[config.mk]
export PLATFORM = sky130hd
export DESIGN_NAME = decode_ctrl
export DESIGN_NICKNAME = d
export VERILOG_FILES = /design/src/rtl/decode_ctrl.sv
export SDC_FILE = /design/constraint.sdc
export NUM_CORES = 1
export LEC_CHECK = 0
export BUFFER_PORTS_ARGS = -buffer_cell sky130_fd_sc_hd__buf_4
export CAP_MARGIN = 5
export CORE_UTILIZATION = 40
export CTS_CLUSTER_SIZE = 25
export DETAILED_ROUTE_END_ITERATION = 6
export SYNTH_ARGS = -nofsm -noshare
export SYNTH_HDL_FRONTEND = slang
export SYNTH_SLANG_ARGS = --single-unit
[constraint.sdc]
create_clock -name clk_i -period 3.28 [get_ports clk_i]
set_input_delay 0.328 -clock clk_i [delete_from_list [all_inputs] [get_ports clk_i]]
set_output_delay 0.328 -clock clk_i [all_outputs]
set_load 0.03 [all_outputs]
[src/rtl/decode_ctrl.sv]
// Decode-stage sequencer: buffers fetched instructions, feeds the FIFO head to the decoder,
// and registers the resulting uop behind a valid/ready handshake.
module decode_ctrl #(
  parameter int unsigned INSTR_WIDTH = 32,
  parameter int unsigned PC_WIDTH    = 32,
  parameter int unsigned UOP_WIDTH   = 60,
  parameter int unsigned FIFO_DEPTH  = 4
) (
  input  logic                          clk_i,
  input  logic                          rst_ni,
  input  logic                          flush_i,
  input  logic                          fetch_valid_i,
  output logic                          fetch_ready_o,
  input  logic [INSTR_WIDTH-1:0]        fetch_instr_i,
  input  logic [PC_WIDTH-1:0]           fetch_pc_i,
  output logic [INSTR_WIDTH-1:0]        dec_instr_o,
  output logic [PC_WIDTH-1:0]           dec_pc_o,
  input  logic                          dec_nop_i,
  input  logic                          dec_invalid_i,
  input  logic [UOP_WIDTH-1:0]          dec_uop_i,
  output logic                          uop_valid_o,
  input  logic                          uop_ready_i,
  output logic [UOP_WIDTH-1:0]          uop_out_o,
  output logic                          illegal_valid_o,
  output logic [PC_WIDTH-1:0]           illegal_pc_o,
  output logic                          nop_drop_o,
  output logic [$clog2(FIFO_DEPTH):0]   fifo_count_o
);

  localparam int unsigned PtrW = $clog2(FIFO_DEPTH);
  localparam int unsigned CntW = PtrW + 1;
  localparam logic [PtrW-1:0] PtrOne   = PtrW'(1);
  localparam logic [CntW-1:0] DepthCnt = CntW'(FIFO_DEPTH);

  typedef enum logic [0:0] {StRun, StHalt} state_e;

  state_e                 state_q, state_d;
  logic [PtrW-1:0]        wptr_q, wptr_d, rptr_q, rptr_d;
  logic [CntW-1:0]        count_q, count_d;
  logic                   uop_valid_q, uop_valid_d;
  logic [UOP_WIDTH-1:0]   uop_q, uop_d;
  logic                   ill_valid_q, ill_valid_d;
  logic [PC_WIDTH-1:0]    ill_pc_q, ill_pc_d;
  logic                   nop_drop_q, nop_drop_d;

  logic [INSTR_WIDTH-1:0] instr_mem_q [FIFO_DEPTH];
  logic [PC_WIDTH-1:0]    pc_mem_q    [FIFO_DEPTH];

  logic push, consume;

  // Ready depends on registered occupancy only; a same-cycle pop does not open a slot.
  assign fetch_ready_o = (count_q < DepthCnt) && !flush_i;
  assign push          = fetch_valid_i && fetch_ready_o;
  assign consume       = (state_q == StRun) && (count_q != '0) && (!uop_valid_q || uop_ready_i);

  assign dec_instr_o = instr_mem_q[rptr_q];
  assign dec_pc_o    = pc_mem_q[rptr_q];

  always_ff @(posedge clk_i) begin
    if (push) begin
      instr_mem_q[wptr_q] <= fetch_instr_i;
      pc_mem_q[wptr_q]    <= fetch_pc_i;
    end
  end

  always_comb begin
    wptr_d      = wptr_q;
    rptr_d      = rptr_q;
    count_d     = count_q;
    state_d     = state_q;
    uop_valid_d = uop_valid_q;
    uop_d       = uop_q;
    ill_valid_d = 1'b0;
    ill_pc_d    = ill_pc_q;
    nop_drop_d  = 1'b0;

    if (flush_i) begin
      wptr_d      = '0;
      rptr_d      = '0;
      count_d     = '0;
      uop_valid_d = 1'b0;
      state_d     = StRun;
    end else begin
      if (push) begin
        wptr_d = wptr_q + PtrOne;
      end
      if (consume) begin
        rptr_d = rptr_q + PtrOne;
      end
      count_d = count_q + CntW'(push) - CntW'(consume);

      if (uop_valid_q && uop_ready_i) begin
        uop_valid_d = 1'b0;
      end

      if (consume) begin
        if (dec_invalid_i) begin
          ill_valid_d = 1'b1;
          ill_pc_d    = pc_mem_q[rptr_q];
          state_d     = StHalt;
        end else if (dec_nop_i) begin
          nop_drop_d = 1'b1;
        end else begin
          uop_d       = dec_uop_i;
          uop_valid_d = 1'b1;
        end
      end
    end
  end

  always_ff @(posedge clk_i or negedge rst_ni) begin
    if (!rst_ni) begin
      state_q     <= StRun;
      wptr_q      <= '0;
      rptr_q      <= '0;
      count_q     <= '0;
      uop_valid_q <= 1'b0;
      uop_q       <= '0;
      ill_valid_q <= 1'b0;
      ill_pc_q    <= '0;
      nop_drop_q  <= 1'b0;
    end else begin
      state_q     <= state_d;
      wptr_q      <= wptr_d;
      rptr_q      <= rptr_d;
      count_q     <= count_d;
      uop_valid_q <= uop_valid_d;
      uop_q       <= uop_d;
      ill_valid_q <= ill_valid_d;
      ill_pc_q    <= ill_pc_d;
      nop_drop_q  <= nop_drop_d;
    end
  end

  assign uop_valid_o     = uop_valid_q;
  assign uop_out_o       = uop_q;
  assign illegal_valid_o = ill_valid_q;
  assign illegal_pc_o    = ill_pc_q;
  assign nop_drop_o      = nop_drop_q;
  assign fifo_count_o    = count_q;

  // Occupancy must stay within the buffer.
  assert property (@(posedge clk_i) disable iff (!rst_ni) count_q <= DepthCnt)
    else $error("decode_ctrl: fifo_count overflow %0d", count_q);

endmodule

==> results of run 1 <==
-- Yosys cell counts --
cell and n:
nand2b_1 2, nor4b_1 2, mux2_2 88, xor2_1 1
a21oi_1 1, nand2_1 1, nor2_1 7, and2_1 4
buf_6 6, a31oi_1 1, clkbuf_1 7, edfxtp_1 256
buf_2 11, or3_4 1, nor3_2 1, dfrtp_1 103
mux4_2 64, ha_1 5, o22ai_1 1, nor4_4 2
o31ai_1 2, nor3b_1 1, inv_1 3, or4_1 1
xnor2_1 3, nor2b_1 4, buf_1 2, or3_1 2
fa_1 1, mux2_1 5
-- repair_timing --
item / CTS / global route
setup endpoints to repair: 0 / 0
endpoints found under the hold margin: 266 / 0
hold buffers: 54 / 0
resized for setup: 0 / 0
-- logic make-up after synthesis --
logic type / Yosys count
adders and majority gates: 6
and+or+nand+nor: 28
DFF: 359
xor gates and xnor gates: 4
muxes: 157
buffers and inverters: 29
AOI/OAI and AO/OA: 5
-- per-stage QoR --
stage / std cells / setup slack, ns / hold WS, ns / util / cell area [um^2]
detailed placement: 1312 / 0.8094 / 0.4790 / 0.4939 / 16110
floorplan: 588 / 0.1449 / 0.03241 / - / 13270
CTS: 1438 / 0.2699 / 0.0003580 / 0.5499 / 17940
global route: 1439 / 0.1704 / 0.001314 / 0.5500 / 17940
finish: 1439 / 0.3716 / 0.01852 / 0.5500 / 17940
global placement: 1312 / 0.8311 / 0.4703 / 0.4939 / 16110
-- state kept, by name, indices dropped and copies added (netlist names) --
| name | count |
|---|---|
| illegal_pc_o | 32 |
| state_q | 1 |
| nop_drop_o | 1 |
| uop_out_o | 60 |
| rptr_q | 2 |
| fifo_count_o | 3 |
| instr_mem_q | 128 |
| wptr_q | 2 |
| uop_valid_o | 1 |
| pc_mem_q | 128 |
| illegal_valid_o | 1 |
-- worst max path at each step --
stage | cells past startpoint | end | slack [ns]
5_1_grt | 3 | dec_pc_o[24] | 0.17
2_1_floorplan | 2 | instr_mem_q[1][0] | 0.14
6_report | 3 | dec_pc_o[24] | 0.37
3_5_place_dp | 3 | dec_pc_o[24] | 0.81
4_1_cts | 3 | dec_pc_o[24] | 0.27
3_3_place_gp | 3 | dec_pc_o[24] | 0.83
-- area by class of cell --
type	count	area, um^2	share of cell area
Sequential cell	359	10270	0.5726
Timing Repair Buffer	362	2965	0.1653
Multi-Input combinational cell	200	2850	0.1589
Clock buffer	56	1145	0.06382
Tap cell	442	553.0	0.03083
Clock inverter	16	140.1	0.007811
Inverter	3	11.26	0.0006277
Antenna cell	1	2.502	0.0001395
-- metal layers --
metal	wire [um]	vias to the layer above	GRT usage
li1	-	3136	-
met2	13990	276	0.2915
met1	11590	3531	0.2094
met3	2565	47	0.05276
met4	568	0	0.05000
met5	0	-	0
-- power breakdown --
group / total (mW) / internal [mW] / switching (mW)
Sequential: 6.22 / 5.68 / 0.539
Clock: 4.29 / 2.59 / 1.70
Combinational: 5.94 / 2.59 / 3.35
-- cell usage in the layout (no fill, tap or decap), types with 2 or more instances in the layout --
| master | count |
|---|---|
| buf_4 | 299 |
| edfxtp_1 | 256 |
| dfrtp_1 | 101 |
| mux2_2 | 88 |
| mux4_2 | 64 |
| dlygate4sd3_1 | 54 |
| clkbuf_16 | 43 |
| clkbuf_1 | 11 |
| clkinv_1 | 10 |
| buf_12 | 9 |
| nor2_1 | 7 |
| mux2_1 | 5 |
| ha_1 | 5 |
| nor2b_1 | 4 |
| and2_4 | 4 |
| xnor2_1 | 3 |
| inv_1 | 3 |
| or3_1 | 2 |
| nand2b_1 | 2 |
| nor4b_1 | 2 |
| nor4_4 | 2 |
| o31ai_1 | 2 |
| clkinv_8 | 2 |
| clkinv_2 | 2 |
| bufinv_16 | 2 |
| clkbuf_8 | 2 |
| dfrtp_4 | 2 |
==> impl_metrics.ini, run 1 <==
[outcome]
status = finished clean

[synth]
synth.distinct_cells = 30
synth-seq-cells = 359
syn_avg_cell_area_um2 = 22.57
synth_top_family_by_area = multiplexers
synth_mux_area_frac = 0.1875
synth_compound_area_frac = 0.002451
yosys-top-cells-area = edfxtp_1 58%, dfrtp_1 19%, mux4_2 11%
synthCells = 588
syn_area_mm2 = 0.01327
postSynthNetCount = 725
synth-simple-area-share = 0.01518
synth_fa_ha_area_frac = 0.006222
synth_xor_area_frac = 0.002640
netlist.area_leader.share = 0.5792
yosysSeqAreaShare = 0.7734
synth_largest_area_cell = edfxtp_1
yosysWarnings = 0

[setup_path]
crit_path_max_fanout = 33
cp-end-kind = output pin
crit_slowest_cell = dfrtp_4
critPathLaunch = rptr_q[0]
crit_family = flip-flops
required_ns = 2.95
crit_chain = buf_4 -> mux4_2 -> buf_4
ff2ff_setup_slack_ns = 1.01
crit_type = reg -> out
reg2reg_from = fifo_count_o[1]
rr_endpoint = fifo_count_o[2]
crit_top_cell = buf_4
arrival_ns = 2.58
max_stage_delay_ns = 0.89
cp_num_buf_inv = 2
reg2regPathDepth = 8
startpoint_type = flip-flop

[timing]
clock_skew_ns = 0.01447
worstMarginPinSlew_ns = 0.8364
fin_crit_sh = 0.8867
drv_slew = 0
finalSetupViolCount = 0
rsz0062_at_grt = no
final-hold-violation-count = 0
setup_tns_ns = 0
post-route-min-period_ns = 2.908
fmax_ghz = 0.3438
slew_headroom = 0.4382

[cells_and_area]
drive_gt1_frac = 0.5231
area_growth_syn_to_layout_pct = 35.16
nets = 1103
nFillCells = 2556

[clock_tree]
cts_sinks = 359
postCtsSetupBuffers = 0
cts_root_buffer = clkbuf_16
tritoncts = yes
clk_latency_ns = 0.52
cts_buffers = 40
clockBufferDepth = 3
clkTransAtPathRegs_ns = 0.06
cts-htree-levels = 2

[floorplanning]
core.rowCount = 66
start_util = 0.4069
fp.dieH_um = 184.2
core-area_mm2 = 0.03262
io_pins = 294
die-area_mm2 = 0.03391
die_width_um = 184.2

[worst_hold_path]
hold_start = fetch_pc_i[13]
hold_class = in -> reg
holdPathEnd = pc_mem_q[3][13]
hold_path_depth = 1

[placement]
hpwl_um = 18710
gpl.final_weighted_congestion = 0.6868
portBuffers = 293

[grt]
grt_max_degree = 62
antenna_found_initial = 1
track_usage = 0.1711
grt_pass1_wl_um = 43420
grt_overflow = 0
grt_pass1_vias = 7530

[run]
drv_cap = 0

[pwr]
power_density_mw_per_mm2 = 917.4
leakage_nw = 6.784
finalPower_mw = 16.46
max-vdd-ir-drop_uv = 535.9

[route]
drtAntennaViolNets = 0
first_iter_violations = 291
wl_um = 28710
viasPerCell = 4.858
post_drt_wl_per_cell_um = 19.95
vias = 6990
drc = 0
dr.pass1.iters = 4
(Power assumes the default switching activity.)
==> run 2, diff against run 1 <==
- CELL_PAD_IN_SITES_DETAIL_PLACEMENT: default -> 1
- CELL_PAD_IN_SITES_GLOBAL_PLACEMENT: default -> 2
- PLACE_DENSITY_LB_ADDON: default -> 0.1
==> run 2 against run 1 <==
Effect of this change: first-iteration DRC count is 15% lower; maximum frequency up 0.48%; count of clock-buffer cells in the layout down 7; final area is 0.20% lower; worst setup slack improved by 0.014 ns; register-to-register slack lost 0.11 ns.
==> impl_metrics.ini, run 2 (synthesis results as in run 1) <==
[timing]
drv_slew = 0
worstMarginPinSlew_ns = 0.8198
post-route-min-period_ns = 2.895
slew_headroom = 0.4534
fmax_ghz = 0.3455
finalSetupViolCount = 0
clock_skew_ns = 0.02084
fin_crit_sh = 0.8825
final-hold-violation-count = 0
setup_tns_ns = 0
rsz0062_at_grt = no

[clock_tree]
cts_root_buffer = clkbuf_16
cts_sinks = 359
cts_hold_buf = 65
clockBufferDepth = 3
cts_resized = 0
cts-htree-levels = 2
clk_latency_ns = 0.53
clkTransAtPathRegs_ns = 0.06
tritoncts = yes
postCtsSetupBuffers = 0
cts_buffers = 38

[setup_path]
startpoint_type = flip-flop
cp_num_buf_inv = 2
arrival_ns = 2.57
reg2regPathDepth = 8
crit_slowest_cell = dfrtp_4
crit_type = reg -> out
rr_endpoint = fifo_count_o[2]
ff2ff_setup_slack_ns = 0.90
crit_path_max_fanout = 33
max_stage_delay_ns = 0.90
crit_chain = buf_4 -> mux4_2 -> buf_4
crit_top_cell = buf_4
required_ns = 2.95
crit_family = flip-flops
reg2reg_from = fifo_count_o[1]
cp-end-kind = output pin

[route]
drc = 0
wl_um = 30080
dr.pass1.iters = 4
post_drt_wl_per_cell_um = 20.77
viasPerCell = 4.895
drtAntennaViolNets = 0
first_iter_violations = 246
vias = 7088

[pwr]
combPwrFrac = 0.366
p_sw_mw = 5.670
max-vdd-ir-drop_uv = 525.0
swShare = 0.3482
seq_power_share = 0.385
power_density_mw_per_mm2 = 909.3
p_int_mw = 10.61
leakage_nw = 6.774
pwr-share-clk = 0.249

[grt]
use_met3 = 0.05078
grt_pass1_vias = 8009
top_usage_layer = met2
grt_max_degree = 63
grtUsageMet2 = 0.3174
grt.met1_usage = 0.2177
antenna_found_initial = 3
track_usage = 0.1813
grt_overflow = 0
grt_pass1_wl_um = 46370

[floorplanning]
die_width_um = 184.2
core.rowCount = 66
start_util = 0.4069
io_pins = 294
die-area_mm2 = 0.03391
fp.dieH_um = 184.2
core-area_mm2 = 0.03262

[cells_and_area]
nFillCells = 2915
nets = 1110
multi_input_area_mm2 = 0.002850
regArea_mm2 = 0.01027
mostFrequentLayoutCell = buf_4
drive_gt1_frac = 0.5284
layout_common_cells = 301 x buf_4, 256 x edfxtp_1, 101 x dfrtp_1
area_growth_syn_to_layout_pct = 34.90
final_util = 0.5489

[placement]
gpl.final_weighted_congestion = 0.7519
hpwl_um = 19600
portBuffers = 293

[worst_hold_path]
hold_class = in -> reg
hold_path_depth = 1
holdPathEnd = pc_mem_q[1][7]
hold_start = fetch_pc_i[7]

[run]
drv_cap = 0

[outcome]
status = finished clean
## run 2: worst register-to-register path, cell delays in order, from the launching register on
cell     delay [ns]
dfrtp_1        0.45
nor3_2         0.55
or3_1          0.29
xnor2_1        0.15
ha_1           0.18
inv_1          0.05
fa_1           0.38
xnor2_1        0.17
nor2_1         0.05
## run 2: worst max path at each step
stage / depth (start not counted) / endpoint / startpoint
6_report: 3 / dec_pc_o[14] / rptr_q[0]
5_1_grt: 3 / dec_pc_o[19] / rptr_q[0]
3_5_place_dp: 3 / dec_instr_o[24] / rptr_q[0]
4_1_cts: 3 / dec_instr_o[24] / rptr_q[0]
2_1_floorplan: 2 / instr_mem_q[1][0] / fifo_count_o[2]
3_3_place_gp: 3 / dec_pc_o[14] / rptr_q[0]
## run 2: final cells by class
class                           instances  area share
Clock buffer                           49     0.05821
Multi-Input combinational cell        200      0.1592
Tap cell                              442     0.03089
Sequential cell                       359      0.5737
Inverter                                3   0.0006289
Timing Repair Buffer                  371      0.1681
Clock inverter                         21    0.008805
Antenna cell                            3   0.0004193
## run 2: routing by layer
layer / vias to the layer above / share of wire
met5: - / 0
met4: 0 / 0.019
met3: 41 / 0.071
met2: 228 / 0.52
met1: 3684 / 0.39
li1: 3135 / -
## run 2: through the flow
stage	setup WS (ns)	cells	power, mW	hold slack [ns]	cell area (um^2)
finish	0.3855	1448	16.28	0.02002	17900
global route	0.2075	1448	17.03	0.01165	17900
global placement	0.8542	1310	12.21	0.4541	16050
floorplan	0.1449	588	9.968	0.03241	13270
CTS	0.2679	1445	16.55	0.002044	17900
detailed placement	0.8253	1310	12.35	0.4630	16050
## run 2: power groups by stage
| stage | clock (mW) | sequential (mW) | combinational (mW) |
|---|---|---|---|
| final | 4.06 | 6.27 | 5.95 |
| after global routing | 4.34 | 6.40 | 6.29 |
| after CTS | 4.19 | 6.30 | 6.06 |
| after detailed placement | 0 | 6.39 | 5.97 |
| after global placement | 0 | 6.33 | 5.88 |
| after floorplan | 0 | 7.29 | 2.68 |
==> run 3, diff against run 2 <==
==> constraint.sdc (replaced) <==
create_clock -name clk_i -period 3.28 [get_ports clk_i]
set_input_delay 0.656 -clock clk_i [delete_from_list [all_inputs] [get_ports clk_i]]
set_output_delay 0.656 -clock clk_i [all_outputs]
set_load 0.03 [all_outputs]
==> run 3 against run 2 <==
Effect of this change: non-clock buffer count fell by 60; worst setup slack about the same; sequential power decreased by 1%; maximum frequency unchanged; global-route usage barely moved; clock skew is 0.0048 ns lower; first-iteration DRC count decreased by 9.8%; cell count is 4.1% lower; final area fell by 2.9%; power increased by 1.4%; register-to-register slack gained 0.05 ns; sequential cell count unchanged; critical endpoint is now dec_pc_o[31].
==> impl_metrics.ini, run 3 (synthesis results as in run 1) <==
[outcome]
status = finished clean

[cells_and_area]
mostFrequentLayoutCell = buf_4
drive_gt1_frac = 0.5565
nets = 1052
area_growth_syn_to_layout_pct = 31.05
antennaDiodeCount = 0
layout_common_cells = 303 x buf_4, 256 x edfxtp_1, 101 x dfrtp_1
final_util = 0.5333

[route]
viasPerCell = 4.907
vias = 6816
drc = 0
wl_um = 30500
post_drt_wl_per_cell_um = 21.96
first_iter_violations = 222
drtAntennaViolNets = 0
dr.pass1.iters = 4

[clock_tree]
clockBufferDepth = 3
cts_sinks = 359
cts_root_buffer = clkbuf_16
clkTransAtPathRegs_ns = 0.06
cts_buffers = 40
tritoncts = yes
clk_latency_ns = 0.52
cts_hold_buf = 0
cts-htree-levels = 2

[setup_path]
max_stage_delay_ns = 0.66
cp-end-kind = output pin
crit_type = reg -> out
crit_path_max_fanout = 16
startpoint_type = flip-flop
crit_top_cell = buf_4
cp_num_buf_inv = 2
required_ns = 2.62
crit_chain = buf_4 -> mux4_2 -> buf_4
arrival_ns = 2.24
crit_slowest_cell = dfrtp_4
crit_family = flip-flops

[timing]
worstMarginPinSlew_ns = 0.6138
clock_skew_ns = 0.01606
timing.hold.ws_ns = 0.1341
slew_headroom = 0.5908
finalSetupViolCount = 0
final-hold-violation-count = 0
drv_slew = 0
rsz0062_at_grt = no
post-route-min-period_ns = 2.895
setup_tns_ns = 0
fin_crit_sh = 0.8825
fmax_ghz = 0.3455

[floorplanning]
die_width_um = 184.2
core-area_mm2 = 0.03262
core.rowCount = 66
die-area_mm2 = 0.03391
fp.dieH_um = 184.2
io_pins = 294
start_util = 0.4069

[pwr]
max-vdd-ir-drop_uv = 421.6
power_density_mw_per_mm2 = 949.1
finalPower_mw = 16.51
leakage_nw = 6.562

[run]
drv_cap = 0

[grt]
grt_pass1_wl_um = 46130
antenna_found_initial = 0
grt_pass1_vias = 7680
grt_overflow = 0
track_usage = 0.1812
grt_max_degree = 61

[placement]
gpl.final_weighted_congestion = 0.7360
hpwl_um = 20340
portBuffers = 293

[worst_hold_path]
hold_class = in -> async
[run 3: changes by cell type in the layout (fill, tap and decap cells not counted), sizes merged]
cell and change:
inv -1, bufinv +2, diode -3, clkbuf +9, clkinvlp -2, clkinv -4, dlygate4sd3 -65, buf +5
[run 3: power by group]
group	switching, mW	total [mW]	internal, mW	leakage [nW]
Sequential	0.499	6.19	5.69	3.57
Combinational	3.46	6.04	2.58	2.38
Clock	1.69	4.28	2.59	0.617
Total	5.65	16.5	10.9	6.56
[run 3: stage by stage]
step                setup WS (ns)  std cells  area (um^2)
finish                     0.3855       1389        17390
global route               0.2485       1389        17390
CTS                       0.07490       1388        17370
detailed placement         0.6319       1314        16100
global placement           0.6675       1314        16100
floorplan                 0.07404        588        13270
[run 3: repair_timing]
action                                  4_1_cts  5_1_grt
resized for setup                             0        0
setup buffers                                 0        1
endpoints found under the setup margin        0        3
hold endpoints to repair                      0        0
[run 3: path summary, 6_finish.rpt]
| path | startpoint | to | cells after the start | slack, ns |
|---|---|---|---|---|
| worst min register to register | uop_out_o[9] | uop_out_o[9] | 1 | 0.49 |
| worst max-delay path | rptr_q[0] | dec_pc_o[31] | 3 | 0.39 |
| worst max register to register | fifo_count_o[1] | fifo_count_o[2] | 8 | 0.95 |
| min in group clk_i | fetch_instr_i[9] | instr_mem_q[3][9] | 1 | 0.33 |
| max in group asynchronous | rst_ni | illegal_pc_o[4] | 2 | 2.36 |
| worst min-delay path | rst_ni | illegal_pc_o[9] | 1 | 0.13 |
[run 3: final cells by class]
| cell class | count | area (um^2) |
|---|---|---|
| Clock buffer | 58 | 1110 |
| Clock inverter | 16 | 162.7 |
| Fill cell | 2959 | 15220 |
| Inverter | 3 | 11.26 |
| Multi-Input combinational cell | 200 | 2850 |
| Sequential cell | 359 | 10270 |
| Tap cell | 442 | 553.0 |
| Timing Repair Buffer | 311 | 2435 |
[run 3: per-layer routing]
metal / vias to the layer above / GRT usage / share of wire / wire, um
met5: - / 0 / 0 / 0
met4: 0 / 0.04767 / 0.018 / 556
met3: 43 / 0.05552 / 0.078 / 2389
met2: 209 / 0.3153 / 0.51 / 15490
met1: 3548 / 0.2182 / 0.40 / 12060
li1: 3016 / - / - / -
[run 3: worst register-to-register path, stage by stage (launching register included)]
cell and delay, ns:
dfrtp_1 0.45, nor3_2 0.53, or3_1 0.28, xnor2_1 0.14, ha_1 0.16, inv_1 0.05, fa_1 0.38, xnor2_1 0.17
nor2_1 0.05
